==> src/rtl/mul_table_pipe.sv <==
// Lookup-table multiplier: an init FSM fills the a*b table with shift/add after reset or reinit,
// then operands stream through a valid/ready pipe with one-cycle latency. Define MUL_TABLE_SIGNED_EN for two's complement.
module mul_table_pipe #(
  parameter int A_W   = 3,
  parameter int B_W   = 3,
  parameter int RES_W = A_W + B_W
) (
  input  logic             clk,
  input  logic             rst_n,
  input  logic             reinit,
  input  logic             in_valid,
  output logic             in_ready,
  input  logic [A_W-1:0]   a,
  input  logic [B_W-1:0]   b,
  output logic             out_valid,
  input  logic             out_ready,
  output logic [RES_W-1:0] result,
  output logic             init_done
);

  localparam int AB_W  = A_W + B_W;
  localparam int DEPTH = 1 << AB_W;

  localparam logic [AB_W-1:0]  IDX_ONE  = {{(AB_W-1){1'b0}}, 1'b1};
  localparam logic [AB_W-1:0]  IDX_LAST = {AB_W{1'b1}};
  localparam logic [B_W-1:0]   B_ONE    = {{(B_W-1){1'b0}}, 1'b1};
  localparam logic [B_W-1:0]   B_ZERO   = {B_W{1'b0}};
  localparam logic [RES_W-1:0] RES_ZERO = {RES_W{1'b0}};
`ifdef MUL_TABLE_SIGNED_EN
  localparam logic [B_W-1:0]   B_HALF   = {1'b1, {(B_W-1){1'b0}}};
`endif

  typedef enum logic {
    ST_INIT = 1'b0,
    ST_RUN  = 1'b1
  } state_t;

  // Handshake: a beat moves on a rising edge where its valid and ready are both high;
  // in_ready depends on out_ready so a full output register can pop and refill in one cycle.
  state_t           state;
  logic [AB_W-1:0]  idx;
  logic [RES_W-1:0] sum;
  logic [RES_W-1:0] sum_next;
  logic [RES_W-1:0] table_mem [DEPTH];

  logic [A_W-1:0]   ai;
  logic [B_W-1:0]   bi;
  logic [B_W-1:0]   bi_next;
  logic [RES_W-1:0] ai_ext;
  logic [AB_W-1:0]  rd_addr;
  logic             push;

  assign ai      = idx[AB_W-1:B_W];
  assign bi      = idx[B_W-1:0];
  assign rd_addr = {a, b};

`ifdef MUL_TABLE_SIGNED_EN
  assign ai_ext = {{B_W{ai[A_W-1]}}, ai};
`else
  assign ai_ext = {{B_W{1'b0}}, ai};
`endif

  assign in_ready = (state == ST_RUN) && !reinit && (!out_valid || out_ready);
  assign push     = in_valid && in_ready;

  // Running product for the entry written next cycle: sum tracks ai*bi across the bi sweep.
  always_comb begin
    bi_next  = bi + B_ONE;
    sum_next = sum + ai_ext;
    if (bi_next == B_ZERO) begin
      sum_next = RES_ZERO;
`ifdef MUL_TABLE_SIGNED_EN
    end else if (bi_next == B_HALF) begin
      // bi jumps to its most negative value: restart from ai * -(2**(B_W-1))
      sum_next = RES_ZERO - (ai_ext << (B_W - 1));
`endif
    end
  end

  // Table storage has no reset; its contents are only trusted once init_done is high.
  always_ff @(posedge clk) begin
    if (rst_n && !reinit && (state == ST_INIT)) begin
      table_mem[idx] <= sum;
    end
  end

  always_ff @(posedge clk or negedge rst_n) begin
    if (!rst_n) begin
      state     <= ST_INIT;
      idx       <= '0;
      sum       <= '0;
      out_valid <= 1'b0;
      result    <= '0;
      init_done <= 1'b0;
    end else if (reinit) begin
      state     <= ST_INIT;
      idx       <= '0;
      sum       <= '0;
      out_valid <= 1'b0;
      result    <= '0;
      init_done <= 1'b0;
    end else if (state == ST_INIT) begin
      idx <= idx + IDX_ONE;
      sum <= sum_next;
      if (idx == IDX_LAST) begin
        state     <= ST_RUN;
        init_done <= 1'b1;
      end
    end else begin
      if (push) begin
        result    <= table_mem[rd_addr];
        out_valid <= 1'b1;
      end else if (out_ready) begin
        out_valid <= 1'b0;
      end
    end
  end

endmodule
==> config.mk <==
export PLATFORM = sky130hd
export DESIGN_NAME = mul_table_pipe
export DESIGN_NICKNAME = d
export VERILOG_FILES = /design/src/rtl/mul_table_pipe.sv
export SDC_FILE = /design/constraint.sdc
export NUM_CORES = 1
export LEC_CHECK = 0
export BUFFER_PORTS_ARGS = -buffer_cell sky130_fd_sc_hd__buf_2
export CORE_MARGIN = 5
export CORE_UTILIZATION = 60
export CTS_CLUSTER_DIAMETER = 120
export CTS_CLUSTER_SIZE = 24
export DETAILED_ROUTE_END_ITERATION = 10
export HOLD_SLACK_MARGIN = 0.05
export PLACE_DENSITY = 0.82
export SYNTH_ARGS = -nofsm -noshare
export SYNTH_HDL_FRONTEND = slang
export SYNTH_SLANG_ARGS = --single-unit
export TNS_END_PERCENT = 100
==> constraint.sdc <==
create_clock -name clk -period 3.6 [get_ports clk]
set_input_delay 0.18 -clock clk [delete_from_list [all_inputs] [get_ports clk]]
set_output_delay 0.18 -clock clk [all_outputs]
set_load 0.01 [all_outputs]
Word level (Yosys, flattened, before mapping)
Memories as Yosys holds them, arrays and structs flattened.
Cells that the tools add are included.

operators by class
  add/sub/neg operators = 3
  multipliers = 0
  divide/modulo/power cells = 0
  order comparisons = 0
  equal/unequal tests = 2
  shift-type cells = 0
  muxes and demuxes = 20
  bitwise operators = 1
  reduce and logical (&&, ||, !) cells = 16

operators with widths
  operator                                                       count
  6-bit two-way mux                                              8
  1-bit two-way mux                                              12
  6-bit by 1-bit adder with 6-bit output, second input constant  1
  6-bit by 3-bit adder with 6-bit output                         1
  6-bit equality test, second input constant                     1
  2-bit AND reduction                                            3
  2-bit nonzero test                                             3
  1-bit logical AND                                              5
  3-bit by 1-bit adder with 3-bit output, second input constant  1
  3-bit zero test                                                1
  3-bit nonzero test                                             1
  1-bit zero test                                                2
  2-bit inequality test, second input constant                   1
  1-bit logical OR                                               1
  1-bit inverter                                                 1

storage, ports and cells
  register bits after elaboration = 21
  bits in latches = 0
  memory bits (writable) = 384
  bits in read-only memories = 0
  input port bits = 11
  output and inout bits = 9
  logic and storage cells = 49
  memories kept = 1

memory list
  memory     words  bits a word  read ports  clocked after memory_dff  write ports  RTL line  text
  table_mem  64     6            1           0                         1            44        logic [RES_W-1:0] table_mem [DEPTH];

Logic depth before layout (Yosys ltp)
Gate-level depths: netlist (run 1).

  depth after elaboration = 7
  gate-level depth with buffers = 10

Least setup slack after synthesis (run 1)
OpenSTA, ideal clock, no wires.

  path kind = register to register
  from = register sum[1]
  to = register sum[5]
  arrival time = 2.115 ns
  path slack = 1.356 ns
  stages on the path, launching flop included = 7
  path buffers = 0
  cells stage by stage = dfrtp_1 > ha_1 > a21o_1 > a21o_1 > nand3_1 > xor2_1 > o21ai_0

on the way
  longest elaborated chain between the ends = 4

ends and longest elaborated chain
  what                                    RTL line  text
  start: declaration                      42        logic [RES_W-1:0] sum;
  start signal: assignment                104       sum <= sum_next;
  6-bit by 3-bit adder with 6-bit output  69        sum_next = sum + ai_ext;
  6-bit two-way mux                       70        if (bi_next == B_ZERO) begin
  6-bit two-way mux                       102       end else if (state == ST_INIT) begin
  6-bit two-way mux                       95        end else if (reinit) begin

No other way between the ends. The select of a mux whose other input is x is not followed.
A chain may end at the register's enable or synchronous reset.

Worst setup path after layout (run 1)
  from = register state
  to = memory table_mem[55][5] in the netlist's numbering (enable)

on the way
  longest elaborated chain between the ends = 4

ends and longest elaborated chain
  what                                     RTL line  text
  start: declaration                       40        state_t state;
  start signal: assignment                 89        state <= ST_INIT;
  start signal: assignment                 96        state <= ST_INIT;
  start signal: assignment                 106       state <= ST_RUN;
  1-bit inverter                           --
  1-bit logical AND                        82        if (rst_n && !reinit && (state == ST_INIT)) begin
  1-bit two-way mux                        82
  1-bit two-way mux (not written as such)  83        table_mem[idx] <= sum;
  end: declaration                         44

No other way between the ends.

==> results of run 1 <==
-- timing repair --
item,in CTS,in global routing
hold buffers,5,0
hold endpoints to repair,30,0
setup buffers,0,0
-- stage by stage --
| stage | std cells | utilization [%] | instance area (um^2) |
|---|---|---|---|
| floorplan | 808 | - | 16200 |
| detailed placement | 1141 | 61.9 | 16600 |
| global placement | 1141 | 61.9 | 16600 |
| global route | 1182 | 64.3 | 17200 |
| finish | 1182 | 64.3 | 17200 |
| CTS | 1182 | 64.3 | 17200 |
-- power groups by stage --
stage	Clock [W]	Sequential [W]	Combinational (W)
CTS	0.00250	0.00509	0.000315
global placement	0	0.00520	0.000303
global route	0.00268	0.00509	0.000337
floorplan	0	0.00520	0.000236
finish	0.00247	0.00509	0.000315
detailed placement	0	0.00520	0.000309
-- layout make-up --
| type | count | area share (%) |
|---|---|---|
| Sequential cell | 405 | 70.2 |
| Multi-Input combinational cell | 362 | 22.3 |
| Clock buffer | 35 | 3.36 |
| Tap cell | 341 | 2.48 |
| Timing Repair Buffer | 38 | 1.58 |
| Clock inverter | 1 | 0.0291 |
-- worst min-delay path: cells and delay by family --
kind	cells	cell delay [ps]
and+or+nand+nor	3	310
buffers and inverters	1	100
-- sequential cells by signal, indices dropped and copies added (netlist names) --
signal,flops
sum,6
state,1
out_valid,1
init_done,1
table_mem,384
idx,6
result,6
-- kinds of logic (layout without fill, tap and decap cells) --
family / after synthesis / in the layout / share of synthesized area (%)
AOI/OAI and AO/OA: 53 / 53 / 2.27
xor gates and xnor gates: 7 / 7 / 0.379
DFF: 405 / 405 / 74.5
muxes: 139 / 139 / 16.3
and+or+nand+nor: 157 / 157 / 4.28
adders and majority gates: 6 / 6 / 0.510
buffers and inverters: 41 / 74 / 1.72
-- worst paths after layout --
check	to	from	slack (ps)
hold reg to reg	init_done	init_done	510
setup / recovery	table_mem[55][5]	state	970
min in group asynchronous	sum[4]	rst_n	220
setup reg to reg	table_mem[55][5]	state	970
hold / removal	result[1]	a[2]	100
max in group asynchronous	idx[1]	rst_n	2960
-- placed cells by master, fill, tap and decap left out, types with 2 or more instances in the layout --
cell,count
nor2b_1,13
o21ai_0,7
nand3_1,9
buf_4,14
mux4_1,12
or3_1,2
nand3b_1,3
a22oi_1,18
mux2i_1,43
dlygate4sd3_1,5
buf_2,17
xor2_1,4
nor2_1,85
edfxtp_1,384
dfrtp_1,15
and2_1,2
mux4_2,84
clkbuf_16,21
dfrtp_2,6
nand2_1,32
and3_1,2
ha_1,5
a22o_1,2
o211ai_2,2
a21oi_1,10
xnor2_1,3
clkbuf_1,14
a21o_1,3
a211oi_1,3
or4_1,4
o211ai_1,5
-- routing by layer --
| metal | global-route usage, % | wire length, um |
|---|---|---|
| met1 | 32.0 | 12600 |
| met2 | 34.5 | 15900 |
| met3 | 4.50 | 3200 |
| met4 | 7.39 | 1240 |
| met5 | 0 | 14 |
==> flow_summary.toml, run 1 <==
[outcome]
status = "finished clean"

[floorplan]
rows = 60
io_pins = 20
fp.dieH_um = 174
start_util_pct = 60.5
die_x_um = 174
core_mm2 = 0.0267
die_area_mm2 = 0.0303

[worst_setup_path]
required_ps = 3770
cp_max_fo = 11
critPathBufInv = 0
cp.depth = 4
path_cells = "nor2_1 -> and3_1 -> nand3_1 -> nor2_1"
cp_slowest_stage_delay_ps = 720
crit_type = "flop to flop"
start_kind = "flop"
slowest_stage = "nor2_1"
arrival_ps = 2800
crit_top_cell = "nor2_1"
cp-end-kind = "flop"
worst_r2r_path_depth = 4
crit_family = "simple AND/OR/NAND/NOR gates"

[placement]
numPortBuffers = 19
dp_slack_ps = 1040
finalWeightedCongestion = 0.845
dp_hpwl_mm = 20.4

[sta]
max_freq_ghz = 0.381
worst_hold_slack_ps = 99.1
setup_tns_ps = 0
skew_ps = 16.8
tightest_slew_ps = 1250
postLayoutSetupSlackWorst_ps = 974
finalHoldViolCount = 0
report.final.slew_viol_count = 0
slew_headroom_pct = 16.4
period_minus_slack_ps = 2630
finalSetupViolations = 0
min_period_over_period_pct = 72.9
grt_setup_unrepaired = "false"

[logic_synthesis]
synth-edff-count = 384
synth_nets = 825
synthCells = 808
synthArstFlopShare_pct = 5.19
synth.most_common_cell = "edfxtp_1"
synth_warnings = 0
syn_area_per_cell_um2 = 20.0
synthTopCellsByCount = "edfxtp_1 (384), nor2_1 (85), mux4_2 (84), mux2i_1 (43), nand2_1 (32)"
ys_seq_elements = 405
synth_top_cell_by_area = "edfxtp_1"
ys.flop_type = "edfxtp_1"
yosysTopAreaCellShare_pct = 71.3
ys_seq_area_share_pct = 74.5
synthesis.area_mm2 = 0.0162
ys_top_cells_by_area = "edfxtp_1 (71%), mux4_2 (12%), dfrtp_1 (3.2%)"
synth_cell_type_count = 41

[route]
drt_wl_total_mm = 32.9
vias_per_cell = 6.66
drt_first_iter_violations = 879
drc = 0
first_pass_iters = 8
ant_nets = 0
vias = 7875
routedWlPerCell_um = 27.9

[clock_network]
clkTransAtPathRegs_ps = 90
cts_tree = "yes"
clkSinkCount = 405
numCtsBuffers = 20
cts_resized = 0
cts-root-buf = "clkbuf_16"
cts.htree.levels = 1
cts_buffer_depth = 3
insertion_delay_ps = 530

[final_layout]
multi_input_area_mm2 = 0.00384
n_antenna_cell = 0
syn2layout_area_growth_pct = 6.24
regArea_mm2 = 0.0121
nFillCells = 1738
nets = 844
drive_above_1_share_pct = 17.7

[global_route]
grt_max_degree = 67
grt.overflow.total = 0
grtUsageTotal_pct = 22.1
antenna_found_initial = 1
grt_pass1_wl_mm = 50.6
grt_pass1_vias = 8079

[power_and_ir_drop]
switching_share_pct = 19.7
clockPowerShare_pct = 31.3
ir_worst_vdd_mv = 0.374
powerDensity_mw_per_mm2 = 458
p_leak_nw = 5.88
p_int_w = 0.00633
finalPower_w = 0.00788
p_comb_share_pct = 4.0
pwr-share-seq_pct = 64.7
switchingPower_w = 0.00155

[min_path]
min_path_cells = 4
hp-class = "input port to flop"

[run]
cap_violations = 0
Note: power is estimated with default switching activity, not from simulation.
==> inputs of run 2 (changes only) <==
- clock period: 3.6 -> 2.7 ns (I/O delays scaled with it)
==> run 2 against run 1 <==
  * First-iteration DRC count rose by 15%
  * Clock-buffer cell count fell by 2
  * Global-route usage fell by 0.12 points
  * Cell count rose by 4.4%
  * Critical path type unchanged
==> flow_summary.toml, run 2 (same netlist as run 1, synthesis figures left out) <==
[sta]
max_freq_ghz = 0.472
report.final.slew_viol_count = 0
grt_setup_unrepaired = "false"
setup_tns_ps = 0
slew_headroom_pct = 50.3
worst_hold_slack_ps = 97.4
finalSetupViolations = 0
period_minus_slack_ps = 2120
tightest_slew_ps = 744
min_period_over_period_pct = 78.5
skew_ps = 12.8
finalHoldViolCount = 0

[route]
ant_nets = 0
routedWlPerCell_um = 26.7
vias = 8043
drt_wl_total_mm = 32.9
drc = 0
vias_per_cell = 6.52
first_pass_iters = 5
drt_first_iter_violations = 1014

[floorplan]
fp.dieH_um = 174
die_area_mm2 = 0.0303
start_util_pct = 60.5
core_mm2 = 0.0267
rows = 60
die_x_um = 174
io_pins = 20

[global_route]
grt_pass1_vias = 8043
grt.overflow.total = 0
grt_max_degree = 66
grt_pass1_wl_mm = 50.3
antenna_found_initial = 1
grtUsageTotal_pct = 22.0

[clock_network]
cts_buffer_depth = 3
cts-root-buf = "clkbuf_16"
clkSinkCount = 405
insertion_delay_ps = 530
clkTransAtPathRegs_ps = 90
cts.htree.levels = 1
hold_buffers = 6
cts_tree = "yes"
cts_setup_buffers = 0
numCtsBuffers = 20
cts_resized = 0

[final_layout]
n_antenna_cell = 0
fin_util_pct = 66.0
nFillCells = 1696
final_common_cell = "edfxtp_1"
largest_register_ff_count = 384
regArea_mm2 = 0.0121
syn2layout_area_growth_pct = 9.10
most-common-layout-cells = "edfxtp_1 (384), nor2_1 (85), mux4_2 (84)"
multi_input_area_mm2 = 0.00384
top_register = "table_mem"
nets = 898
drive_above_1_share_pct = 22.6

[worst_setup_path]
required_ps = 2860
crit_type = "flop to flop"
arrival_ps = 2280
cp-end-kind = "flop"
cp_max_fo = 8
cp_slowest_stage_delay_ps = 640
path_cells = "nor2_1 -> and3_1 -> nand2_1 -> nor2_1"
crit_top_cell = "nor2_1"
start_kind = "flop"
slowest_stage = "nor2_1"

[placement]
numPortBuffers = 19
dp_hpwl_mm = 21.3
finalWeightedCongestion = 0.828

[power_and_ir_drop]
p_leak_nw = 6.19
powerDensity_mw_per_mm2 = 594
ir_worst_vdd_mv = 0.465

[min_path]
hp-class = "input port to flop"

[outcome]
status = "finished clean"

[run]
cap_violations = 0
## run 2: power breakdown
| group | switching, W | leakage [nW] | internal [W] |
|---|---|---|---|
| Sequential | 0.0000109 | 4.08 | 0.00678 |
| Clock | 0.00179 | 0.277 | 0.00146 |
| Combinational | 0.000239 | 1.83 | 0.000199 |
## run 2: through the flow
step | total power (W) | cell area (um^2) | worst slack [ps] | cells
after global placement | 0.00736 | 17000 | 617 | 1194
after floorplan | 0.00724 | 16200 | 456 | 808
after CTS | 0.0105 | 17600 | 636 | 1234
after global routing | 0.0109 | 17600 | 421 | 1234
final | 0.0105 | 17600 | 581 | 1234
after detailed placement | 0.00736 | 17000 | 526 | 1194
## run 2: cell type report
cell class / instances / area share (%)
clock inverters: 1 / 0.0284
repair buffers: 92 / 4.20
clock buffers: 33 / 3.23
flip-flops and latches: 405 / 68.4
well taps: 341 / 2.42
multi-input cells: 362 / 21.8
## run 2: final timing paths
kind	startpoint	end	slack, ps	depth (start not counted)
setup reg to reg	state	table_mem[10][0]	580	4
hold / removal	a[0]	result[5]	100	3
min in group asynchronous	rst_n	init_done	180	3
max in group asynchronous	rst_n	sum[1]	2070	3
setup / recovery	state	table_mem[10][0]	580	4
hold reg to reg	init_done	init_done	500	2
## run 2: worst max-delay path, delay by kind of cell, from the launching register on
kind / cells / cell delay [ps]
flops: 1 / 400
simple gates: 4 / 1360
## run 2: layer usage
metal / track usage (%) / part of all wire, %
met5: 0 / 0.040
met4: 5.01 / 2.7
met3: 4.35 / 8.7
met2: 35.3 / 49
met1: 32.1 / 40
